### config.mk
export PLATFORM = sky130hd
export DESIGN_NAME = falcon_kred_modmul
export DESIGN_NICKNAME = d
export VERILOG_FILES = /design/src/rtl/falcon_pkg.sv /design/src/rtl/kred_fold.sv /design/src/rtl/falcon_kred_modmul.sv
export SDC_FILE = /design/constraint.sdc
export NUM_CORES = 1
export LEC_CHECK = 0
export ABC_AREA = 1
export CAP_MARGIN = 20
export CORE_ASPECT_RATIO = 0.8
export CORE_MARGIN = 5
export CORE_UTILIZATION = 65
export DETAILED_ROUTE_END_ITERATION = 10
export GPL_TIMING_DRIVEN = 0
export HOLD_SLACK_MARGIN = 0.02
export PLACE_DENSITY = 0.84
export SKIP_CTS_REPAIR_TIMING = 1
export SYNTH_ARGS = -nofsm -noshare
export SYNTH_HDL_FRONTEND = slang
export SYNTH_HIERARCHICAL = 1
export SYNTH_SLANG_ARGS = --single-unit
### constraint.sdc
create_clock -name clk -period 8.85 [get_ports clk]
set_clock_uncertainty 0.2 [all_clocks]
set_input_delay 2.655 -clock clk [delete_from_list [all_inputs] [get_ports clk]]
set_output_delay 2.655 -clock clk [all_outputs]
set_load 0.01 [all_outputs]
### src/rtl/falcon_pkg.sv
// Shared constants for the Falcon arithmetic datapath over q = 12289 = 3*2^12 + 1.
// SCALE_INV is (-3)^-1 mod q, the pre-scale factor that cancels the K-RED -3.
package falcon_pkg;
    localparam int WIDTH     = 14;
    localparam int Q         = 12289;
    localparam int K         = 3;
    localparam int SCALE_INV = 4096;
    localparam int SPLIT     = 12;
    localparam int PROD_W    = 2 * WIDTH;
    localparam int FOLD_W    = 18;
endpackage

### src/rtl/kred_fold.sv
// K-RED fold: r = c_h - K*c_l for p = c_h*2^12 + c_l, which is congruent to -K*p mod q.
// Purely combinational; the signed result spans -12285..65535.
module kred_fold
    import falcon_pkg::*;
(
    input  logic [PROD_W-1:0]        p,
    output logic signed [FOLD_W-1:0] r
);

    logic [FOLD_W-1:0] c_h;
    logic [FOLD_W-1:0] c_l3;

    always_comb begin
        c_h  = FOLD_W'(p[PROD_W-1:SPLIT]);
        c_l3 = FOLD_W'(p[SPLIT-1:0]) * FOLD_W'(K);
        // Modular subtraction in FOLD_W bits yields the two's-complement result directly.
        r    = signed'(c_h - c_l3);
    end

endmodule

### src/rtl/falcon_kred_modmul.sv
// Pipelined (-3*a*b) mod q multiplier: multiply, fold, reduce; 3-cycle latency, 1 result/cycle.
// No handshake or stall: a new operand pair is taken on every clock.
module falcon_kred_modmul
    import falcon_pkg::*;
(
    input  logic             clk,
    input  logic             rst_n,
    input  logic [WIDTH-1:0] a,
    input  logic [WIDTH-1:0] b,
    output logic [WIDTH-1:0] c_mod_q
);

    localparam logic [FOLD_W-1:0] Q1 = FOLD_W'(Q);
    localparam logic [FOLD_W-1:0] Q2 = FOLD_W'(2 * Q);
    localparam logic [FOLD_W-1:0] Q3 = FOLD_W'(3 * Q);
    localparam logic [FOLD_W-1:0] Q4 = FOLD_W'(4 * Q);
    localparam logic [FOLD_W-1:0] Q5 = FOLD_W'(5 * Q);

    logic [PROD_W-1:0]        p_d;
    logic [PROD_W-1:0]        p_q;
    logic signed [FOLD_W-1:0] r_d;
    logic signed [FOLD_W-1:0] r_q;
    logic [WIDTH-1:0]         c_mod_d;
    logic [FOLD_W-1:0]        t;
    logic [FOLD_W-1:0]        sub;

    always_comb begin
        p_d = PROD_W'(a) * PROD_W'(b);
    end

    kred_fold u_fold (
        .p (p_q),
        .r (r_d)
    );

    // Lift negatives into 0..65535, then strip the largest multiple of q (at most 5q).
    always_comb begin
        t = r_q[FOLD_W-1] ? unsigned'(r_q) + Q1 : unsigned'(r_q);
        if (t >= Q5) begin
            sub = Q5;
        end else if (t >= Q4) begin
            sub = Q4;
        end else if (t >= Q3) begin
            sub = Q3;
        end else if (t >= Q2) begin
            sub = Q2;
        end else if (t >= Q1) begin
            sub = Q1;
        end else begin
            sub = '0;
        end
        c_mod_d = WIDTH'(t - sub);
    end

    always_ff @(posedge clk or negedge rst_n) begin
        if (!rst_n) begin
            p_q     <= '0;
            r_q     <= '0;
            c_mod_q <= '0;
        end else begin
            p_q     <= p_d;
            r_q     <= r_d;
            c_mod_q <= c_mod_d;
        end
    end

endmodule

---- Word-level counts from Yosys, hierarchy flattened ----
Cells that the tools add are included.
operators by class
  add/sub/neg operators ................... 3
  multiply operators ...................... 2
  magnitude comparators ................... 5
  muxes and demuxes ....................... 6
operator list
  kind                                                   number
  2-to-1 mux 14 bit                                      5
  >= comparator 18 x 16 -> 1 bit, second input constant  3
  multiplier 14 x 14 -> 28 bit                           1
  adder 18 x 14 -> 18 bit, second input constant         1
  >= comparator 18 x 14 -> 1 bit, second input constant  1
  >= comparator 18 x 15 -> 1 bit, second input constant  1
  2-to-1 mux 18 bit                                      1
  subtractor 16 x 14 -> 17 bit                           1
  multiplier 12 x 2 -> 14 bit, second input constant     1
  subtractor 14 bit                                      1
word-level totals
  register bits after elaboration ......... 60
  bits of input ports ..................... 30
  output and inout port bits .............. 14
  logic and storage cells ................. 19

---- Logic depth before layout (Yosys ltp) ----
Gate-level depths: netlist of the first run.
  depth in word-level cells ............... 9
  mapped depth ............................ 32
  gate-level depth less buffers ........... 32

---- By module ----
Netlist of the first run, hierarchy kept.
by module, submodules not included
  module              times used  cells an instance  area an instance (um^2)
  falcon_kred_modmul  1           1181               9397.8
  kred_fold           1           218                1248.7

---- Worst setup path after synthesis of the first run ----
Ideal clock, no wire load.
  path kind ............................... input to register
  start ................................... input b[13]
  end ..................................... register p_q[27]
  data arrival time ....................... 7510 ps
  data required time ...................... 8519 ps
  slack ................................... 1009 ps
  stages .................................. 19
  buffers on the path ..................... 1
  cell sequence ........................... clkbuf_1 -> nand2_1 -> fa_1 -> fa_1 -> inv_1 -> fa_1 -> fa_1 -> fa_1 -> inv_1 -> fa_1 -> inv_1 -> ha_1 -> nand2_1 -> inv_1 -> a21boi_0 -> o21ai_0 -> a221oi_1 -> o21ai_0 -> xor2_1
between the ends
  cells in the longest elaborated chain, start to end .. 1
RTL lines
  what                          RTL line                  source
  from (decl)                   falcon_kred_modmul.sv:9   input logic [WIDTH-1:0] b,
  multiplier 14 x 14 -> 28 bit  falcon_kred_modmul.sv:28  p_d = PROD_W'(a) * PROD_W'(b);
  named net p_d[27]             falcon_kred_modmul.sv:19  logic [PROD_W-1:0] p_d;
  to (signal assigned)          falcon_kred_modmul.sv:61  p_q <= p_d;
  to (decl)                     falcon_kred_modmul.sv:20  logic [PROD_W-1:0] p_q;
The timed path passes the listed nets, and every way through them passes these cells.

---- Final worst setup path of the first run ----
  start ................................... input b[8]
  end ..................................... register p_q[25]
The elaborated chain is that of the path after synthesis.

==> results.md, run 1 <==
Synth:
- The count of synthesis-stage warnings from yosys is 6.
- The share of synthesized area occupied by flip-flops and latches is 14.1%.
- After synthesis, the cell types taking the most area are fa_1 (29%), nand2_1 (14%), dfrtp_1 (14%).
- The synthesized net count is 1697.
- The combined area of all synthesized cells is around 11000 sq um.
- Dividing the synthesized area by the synthesized cell count gives 7.61 sq um.
- Of all flip-flops after synthesis, the portion carrying an async set or reset was 100%.
- The cell count after synthesis is 1399.
- The count of distinct cell types in the synthesized netlist is 43.
- The share of synthesized area in the top cell type comes to ~29%.
- After synthesis the netlist holds a flip-flop and latch count of 60.
- The synthesized design contains 0 enable-type register cells.
- The most used flip-flop cell after synthesis is dfrtp_1.
- The largest total area in the synthesized netlist belongs to fa_1.

CTS:
- The clock reaches the later pin of the worst-skew pair after 0.33 ns.
- The TritonCTS clock tree is built.
- The H-tree generated during clock tree synthesis spans 3 levels.
- Counting the buffers created by CTS gives 9.
- The count of clock tree sinks is 60.
- The worst-case clock buffer depth is 2.
- After clock tree synthesis, the clock-pin slew on the worst setup and hold paths is 0.05 ns.
- The root buffer cell chosen for the clock tree is clkbuf_16.

Routing:
- The detailed router finished its first iteration with 835 violations.
- The total length of routed wires is 25.5 mm.
- Detailed routing inserted a total of 9052 vias.
- After detailed routing, the number of remaining DRC violations is 0.
- The first detailed-routing pass took 6 iterations.
- The detail route stage leaves a number of antenna-violating nets equal to 0.
- After detailed routing, the average wire length per cell comes to 15.3 microns.
- Using the TritonRoute via totals, the vias-per-cell ratio works out to 5.41.

Cells and area:
- After the last flow step, the layout net total stands at roughly 1800.
- The flip-flop and latch area is 1500 sq um.
- The library cells used most frequently in the layout, excluding fill and tap cells, are nand2_1 (405), inv_1 (368), fa_1 (153), ha_1 (115), dfrtp_1 (60).
- The count of antenna diodes in the layout is 0.
- The area growth from synthesis to layout is 10.2%.
- The fraction of final layout cells sized beyond drive strength 1 is between 5 and 6%.
- The multi-input combinational cells in the finished layout cover a total of 7650 sq um.
- The most frequent standard cell in the layout excluding fill and tap cells is nand2_1.
- The number of non-filler instances in the completed layout is 1672.
- The filler cells instantiated in the layout total 1193.

Critical path:
- The data required time at the worst endpoint is about 9 ns.
- By startpoint and endpoint, the worst setup path is classified as primary input to register.
- The capturing element type of the critical path is a register.
- Along the worst path, the maximum fanout reaches 10.
- For flop-to-flop paths, the worst setup slack is 4.74 ns.
- Data on the critical path arrives at its endpoint at 8.69 ns.
- The nature of the critical path startpoint is a primary input.

Floorplanning:
- The vertical die dimension is roughly 120 microns.
- In this run the count of I/O pins placed on the die edge is 44.
- The floorplan has 41 rows.
- The placeable core region is 15900 sq um.
- The horizontal die dimension is 153 microns.
- The floorplan step defined a die boundary enclosing 19100 sq um.
- For this configuration, the core starts out at a cell density of 66.9%.

Timing:
- Setup repair after global routing left no endpoint under its margin.
- For the pin with the worst max-slew slack, the measured transition is between 0.6 and 0.7 ns.
- The sum of negative setup slack is 0 ns.
- The final clock period utilization by the worst path is a little under 100%.
- The max-slew violation count is 0.
- The final-report hold violation count is 0.
- Measured against its own limit, the worst slew margin works out to 55.4%.
- Setup violations remaining at the end of the flow were counted as 0.
- The maximum operating frequency is 116 MHz.
- For the finished layout, the period the worst path requires is 8.64 ns.

Global route:
- The number of global-route vias before repair is 8934.
- The number of antenna violations at the first check in global routing is 0.
- The total routing usage reported by global routing is between 20% and 30%.
- The total congestion overflow after global routing is 0.
- The first-pass GRT wire length is about 43 mm.
- Entering global routing, the biggest net connects 39 pins.

Placement:
- The weighted congestion at the end of routability-driven global placement is between 0.9 and 1.
- After detailed placement, the design holds a cell count of 1658.
- The wire-length estimate of the detail-placed layout is 21.0 mm.
- The number of port buffers is 43.

Hold path:
- The path type of the worst min-delay path is register to register.

Job:
- The total of max-cap violations is 0.

Outcome:
- The run finished with clean final reports.
## synthesized netlist by cell type, types with 14 or more instances
master / number
o21ai_0: 16
xnor2_1: 14
a21oi_1: 36
nor2_1: 49
xor2_1: 28
inv_1: 368
nand3_1: 47
nand2_1: 405
ha_1: 115
dfrtp_1: 60
clkbuf_1: 28
fa_1: 153
## worst max-delay path, stage by stage
cell and delay [ns]:
clkdlybuf4s50_1 0.60, clkbuf_4 0.32, nand2_1 0.08, inv_1 0.06, fa_1 0.48, inv_1 0.05, fa_1 0.47, inv_1 0.06
fa_1 0.51, fa_1 0.52, fa_1 0.54, inv_1 0.06, fa_1 0.53, inv_1 0.04, ha_1 0.34, nand2_1 0.13
nor4_2 0.30, nand4_1 0.21, nand3_1 0.23, nand3_1 0.10, nand2_1 0.11, nand2_1 0.06, nand2_1 0.07, xor2_1 0.15
## kinds of logic (layout without fill, tap and decap cells)
logic type                 after synthesis  in the layout  share of synthesized area [%]
DFF                                     60             60                           14.1
and+or+nand+nor                        557            557                           22.1
xor gates and xnor gates                42             42                           3.46
AOI/OAI and AO/OA                       72             72                           3.89
adders and majority gates              268            268                           42.3
buffers and inverters                  400            458                           14.1
## layer usage
metal,part of all wire [%],vias up,track usage [%]
li1,-,4234,-
met2,44,467,41.1
met5,0,-,0
met4,2.1,0,6.91
met3,12,70,7.99
met1,42,4281,39.8
## area by class of cell
| type | count | share of cell area (%) |
|---|---|---|
| multi-input cells | 939 | 65.2 |
| flip-flops and latches | 60 | 12.8 |
| inverters | 370 | 11.8 |
| repair buffers | 44 | 3.88 |
| well taps | 215 | 2.29 |
| clock buffers | 12 | 2.19 |
| plain buffers | 30 | 1.48 |
| clock inverters | 2 | 0.299 |
## final timing paths
path	start	endpoint	cells past startpoint
max reg2reg	r_q[0]	c_mod_q[12]	25
max	b[8]	p_q[25]	24
min	p_q[27]	r_q[15]	2
max in group asynchronous	rst_n	c_mod_q[4]	2
min in group asynchronous	rst_n	p_q[9]	1
min reg2reg	p_q[27]	r_q[15]	2
## stage by stage
stage	hold WS [ns]	utilization, %	setup WS [ns]	instance area, sq um
after detailed placement	0.294	71.4	-0.398	11400
after global routing	0.350	73.8	0.00368	11700
final	0.298	73.8	0.208	11700
after global placement	0.298	71.3	-0.323	11300
after CTS	0.308	73.3	-0.0801	11700
after floorplan	0.263	-	1.01	10600
## sequential cells by signal, indices dropped and copies added (netlist names)
signal	flops
p_q	28
r_q	18
c_mod_q	14
Power of run 1 is not shown: default switching activity piles up to over one toggle a cycle in this logic, so the estimate is an artifact.
==> run 2, diff against run 1 <==
CORE_UTILIZATION = 64   (was 65)
PLACE_DENSITY = 0.83   (was 0.84)
clock period = 8.4 ns   (was 8.85 ns; I/O delays follow)
==> run 2 against run 1 <==
Net effect:
- cell count is 0.42% higher
- critical path depth is 3 lower
- critical path type unchanged
- first-iteration DRC count increased by 17%
- largest cell class unchanged
- global-route usage is 0.42 points lower
- wire length up 1.8%
==> results.md, run 2 (synthesized netlist as in run 1, its figures left out) <==
Timing:
- The max-slew violation count is 0.
- The total of endpoints with negative setup slack in the final report is 0.
- The final-report hold violation count is 0.
- After layout, the worst path uses between 90 and 100% of the clock period.
- The minimum clock period after layout is 8.32 ns.
- Headroom to the max-slew limit came out at 53.3%.
- For the pin with the worst max-slew slack, the measured transition is 0.699 ns.
- Timing would allow up to 120 MHz.

Critical path:
- The critical path goes through clkdlybuf4s50_1, clkbuf_4, nand2_1, fa_1, fa_1, inv_1, fa_1, fa_1, fa_1, inv_1, fa_1, inv_1, ha_1, a21oi_1, o21ai_0, a31oi_1, nand3_1, nand2_1, nand2_1, a21boi_1, xnor2_1.
- The worst register-to-register path begins at r_q[0].
- The data required time at the worst endpoint is approximately 8.5 ns.
- The setup slack of the most critical reg-to-reg path is between 4 and 5 ns.
- The critical path contains buffers and inverters numbering 5 combined.
- The capturing element type of the critical path is a register.
- The worst setup path is launched from a primary input.
- In this run the worst path has a maximum fanout of 10.
- Among the stages of the critical path, the cell type that occurs most often is fa_1.
- Among cell families on the critical path, the largest total delay comes from adder cells.
- The largest single stage delay on the critical path is around 0.63 ns.
- Data arrives at the worst endpoint at 8.37 ns.
- Among all stages on the critical path, the largest delay is contributed by clkdlybuf4s50_1.
- The worst reg2reg path endpoint is c_mod_q[12].
- The startpoint-to-endpoint class of the critical path is primary input to register.
- For the worst flop-to-flop path, the logic depth is 25.

Global route:
- In this run the most used layer during global routing was met2.
- The total routing usage reported by global routing is 27.1%.
- In the global route stage, met1 resource usage came out at 39.3%.
- Global routing used 40.2% of the available met2 tracks.
- In the global route stage, met3 resource usage came out at under 10%.
- The number of antenna violations at the first check in global routing is 0.
- The number of global-route vias before repair came to 8928.
- The pin count of the biggest net entering global routing is 37.
- The first global-routing pass estimated 42.4 mm of wire.
- The total congestion overflow after global routing is 0.

Placement:
- Detailed placement ended at an HPWL of 21.1 mm.
- The placement-stage cell area is 11400 sq um.
- The number of port buffers is 43.
- The weighted congestion at the end of routability-driven global placement is 0.935.

Cells and area:
- The number of flip-flops in the largest register is 28.
- The final non-filler cell area is 11900 sq um.
- Leaving out fill and tap cells, the most frequent cells in the layout are nand2_1 (405), inv_1 (368), fa_1 (153), ha_1 (113), dfrtp_1 (60).
- Leaving out fill and tap cells, the most frequent cell in the layout is nand2_1.
- The fraction of final layout cells sized beyond drive strength 1 is 6.10%.
- The largest registers in the layout are p_q x28, r_q x18, c_mod_q x14.
- The largest register by flop count is p_q.
- The flip-flop and latch area is 1500 sq um.
- The multi-input combinational cells in the finished layout cover a total of about 7700 sq um.
- The repair_antennas step left the layout with diodes totalling 0.
- Fill cells in the final layout number about 1200.
- The signed area change from the synthesized netlist to the final layout is 11.4%.
- After the last flow step, the layout net total stands at ~1800.

Floorplanning:
- The initial standard-cell utilization of the core is 64.7%.
- The horizontal die dimension is around 150 microns.
- The die is around 130 microns tall.
- In this run the core area contains 42 standard-cell rows.
- The die outline area is 19300 sq um.
- The placeable core region is ~16000 sq um.
- During I/O placement, the number of pins put on the boundary was 44.

Hold path:
- The hold path startpoint is p_q[27].
- Counting instances, the worst hold path has a depth of 2.
- The path type of the worst min-delay path is register to register.
- For hold timing, the worst endpoint is r_q[15].

CTS:
- The H-tree was split into 3 levels.
- The clock drives 60 sinks.
- The clock reaches the later pin of the worst-skew pair after ~0.33 ns.
- The clock tree root buffer cell is clkbuf_16.
- The clock input transition at the sequential cells of the worst setup and hold paths is approximately 0.05 ns.
- The number of clock buffers added by TritonCTS is 9.
- TritonCTS built the clock tree.
- No sink is reached through more buffers than the 2 on the longest clock path.

Job:
- The total of max-cap violations is 0.

Routing:
- The post-detailed-route wirelength per cell is 15.5 microns.
- Dividing the detail-routed via count by the number of cells gives 5.42.
- The number of design rule violations left after detail routing is 0.
- The pre-antenna-repair detailed-routing pass consisted of 6 iterations.
- The routed via count is approximately 9100.
- The number of design-rule violations left by the first detailed-router iteration is 979.
- The count of nets left with antenna violations after detail routing is 0.
- The total length of routed wires is 26.0 mm.

Outcome:
- The flow ran to the end, and the final reports show no timing, DRC or antenna violations.
run 2: changes by cell type in the layout (fill, tap and decap cells not counted), moves of 2 or more:
cell and delta:
clkbuf_2 -7, ha_2 +2, clkbuf_4 -2, ha_1 -2, clkbuf_1 -2, buf_2 -6
clkdlybuf4s50_1 -14, clkinvlp_4 +2, buf_4 +16, dlymetal6s2s_1 +14
run 2: final cells by class:
cell class                 instances  share of cell area (%)
buffer                            29                    1.71
clock buffer                      10                    2.01
clock inverter                     6                   0.538
inverter                         370                    11.7
multi-input combinational        939                    64.9
sequential                        60                    12.7
tap                              220                    2.32
timing repair buffer              45                    4.20
run 2: worst max-delay path by stage:
stage | startpoint | end | cells after the start
after global routing | b[4] | p_q[24] | 23
after detailed placement | a[5] | p_q[27] | 19
after global placement | a[5] | p_q[27] | 19
after CTS | b[11] | p_q[25] | 22
final | b[6] | p_q[24] | 21
after floorplan | b[13] | p_q[27] | 19
run 2: through the flow:
| stage | hold WS (ns) | setup WS, ns | instances | TNS [ns] | util, % |
|---|---|---|---|---|---|
| final | 0.323 | 0.0827 | 1679 | 0 | 72.1 |
| after global routing | 0.371 | -0.122 | 1679 | -0.191 | 72.1 |
| after CTS | 0.332 | -0.352 | 1679 | -1.77 | 70.9 |
| after detailed placement | 0.315 | -0.680 | 1663 | -6.73 | 69.1 |
| after global placement | 0.304 | -0.681 | 1662 | -5.72 | 69.0 |
| after floorplan | 0.263 | 0.694 | 1399 | 0 | - |
run 2: routing by layer:
layer  up-vias  part of all wire, %  routed length (microns)
li1       4231                    -                        -
met1      4315                   41                    10800
met2       483                   45                    11600
met3        78                   12                     3010
met4         0                  2.4                      620
met5         -                    0                        0
run 2: worst register-to-register path, cell delays in order (launching register included):
cell	delay, ns
dfrtp_1	0.50
ha_1	0.26
nand3_2	0.14
inv_1	0.10
nand2_1	0.05
nand2_1	0.06
nand2_1	0.12
nor2_2	0.15
nand3_1	0.11
nor2_4	0.12
nand3_1	0.10
a21oi_2	0.19
nand2_1	0.07
nand2_1	0.06
nand2_1	0.06
nand2_2	0.08
ha_1	0.13
inv_1	0.06
fa_1	0.38
nand2_1	0.08
inv_1	0.05
nor3_1	0.31
inv_1	0.13
nor3_1	0.31
nand2_1	0.12
xor2_1	0.17
Power of run 2 is left out for the same reason.
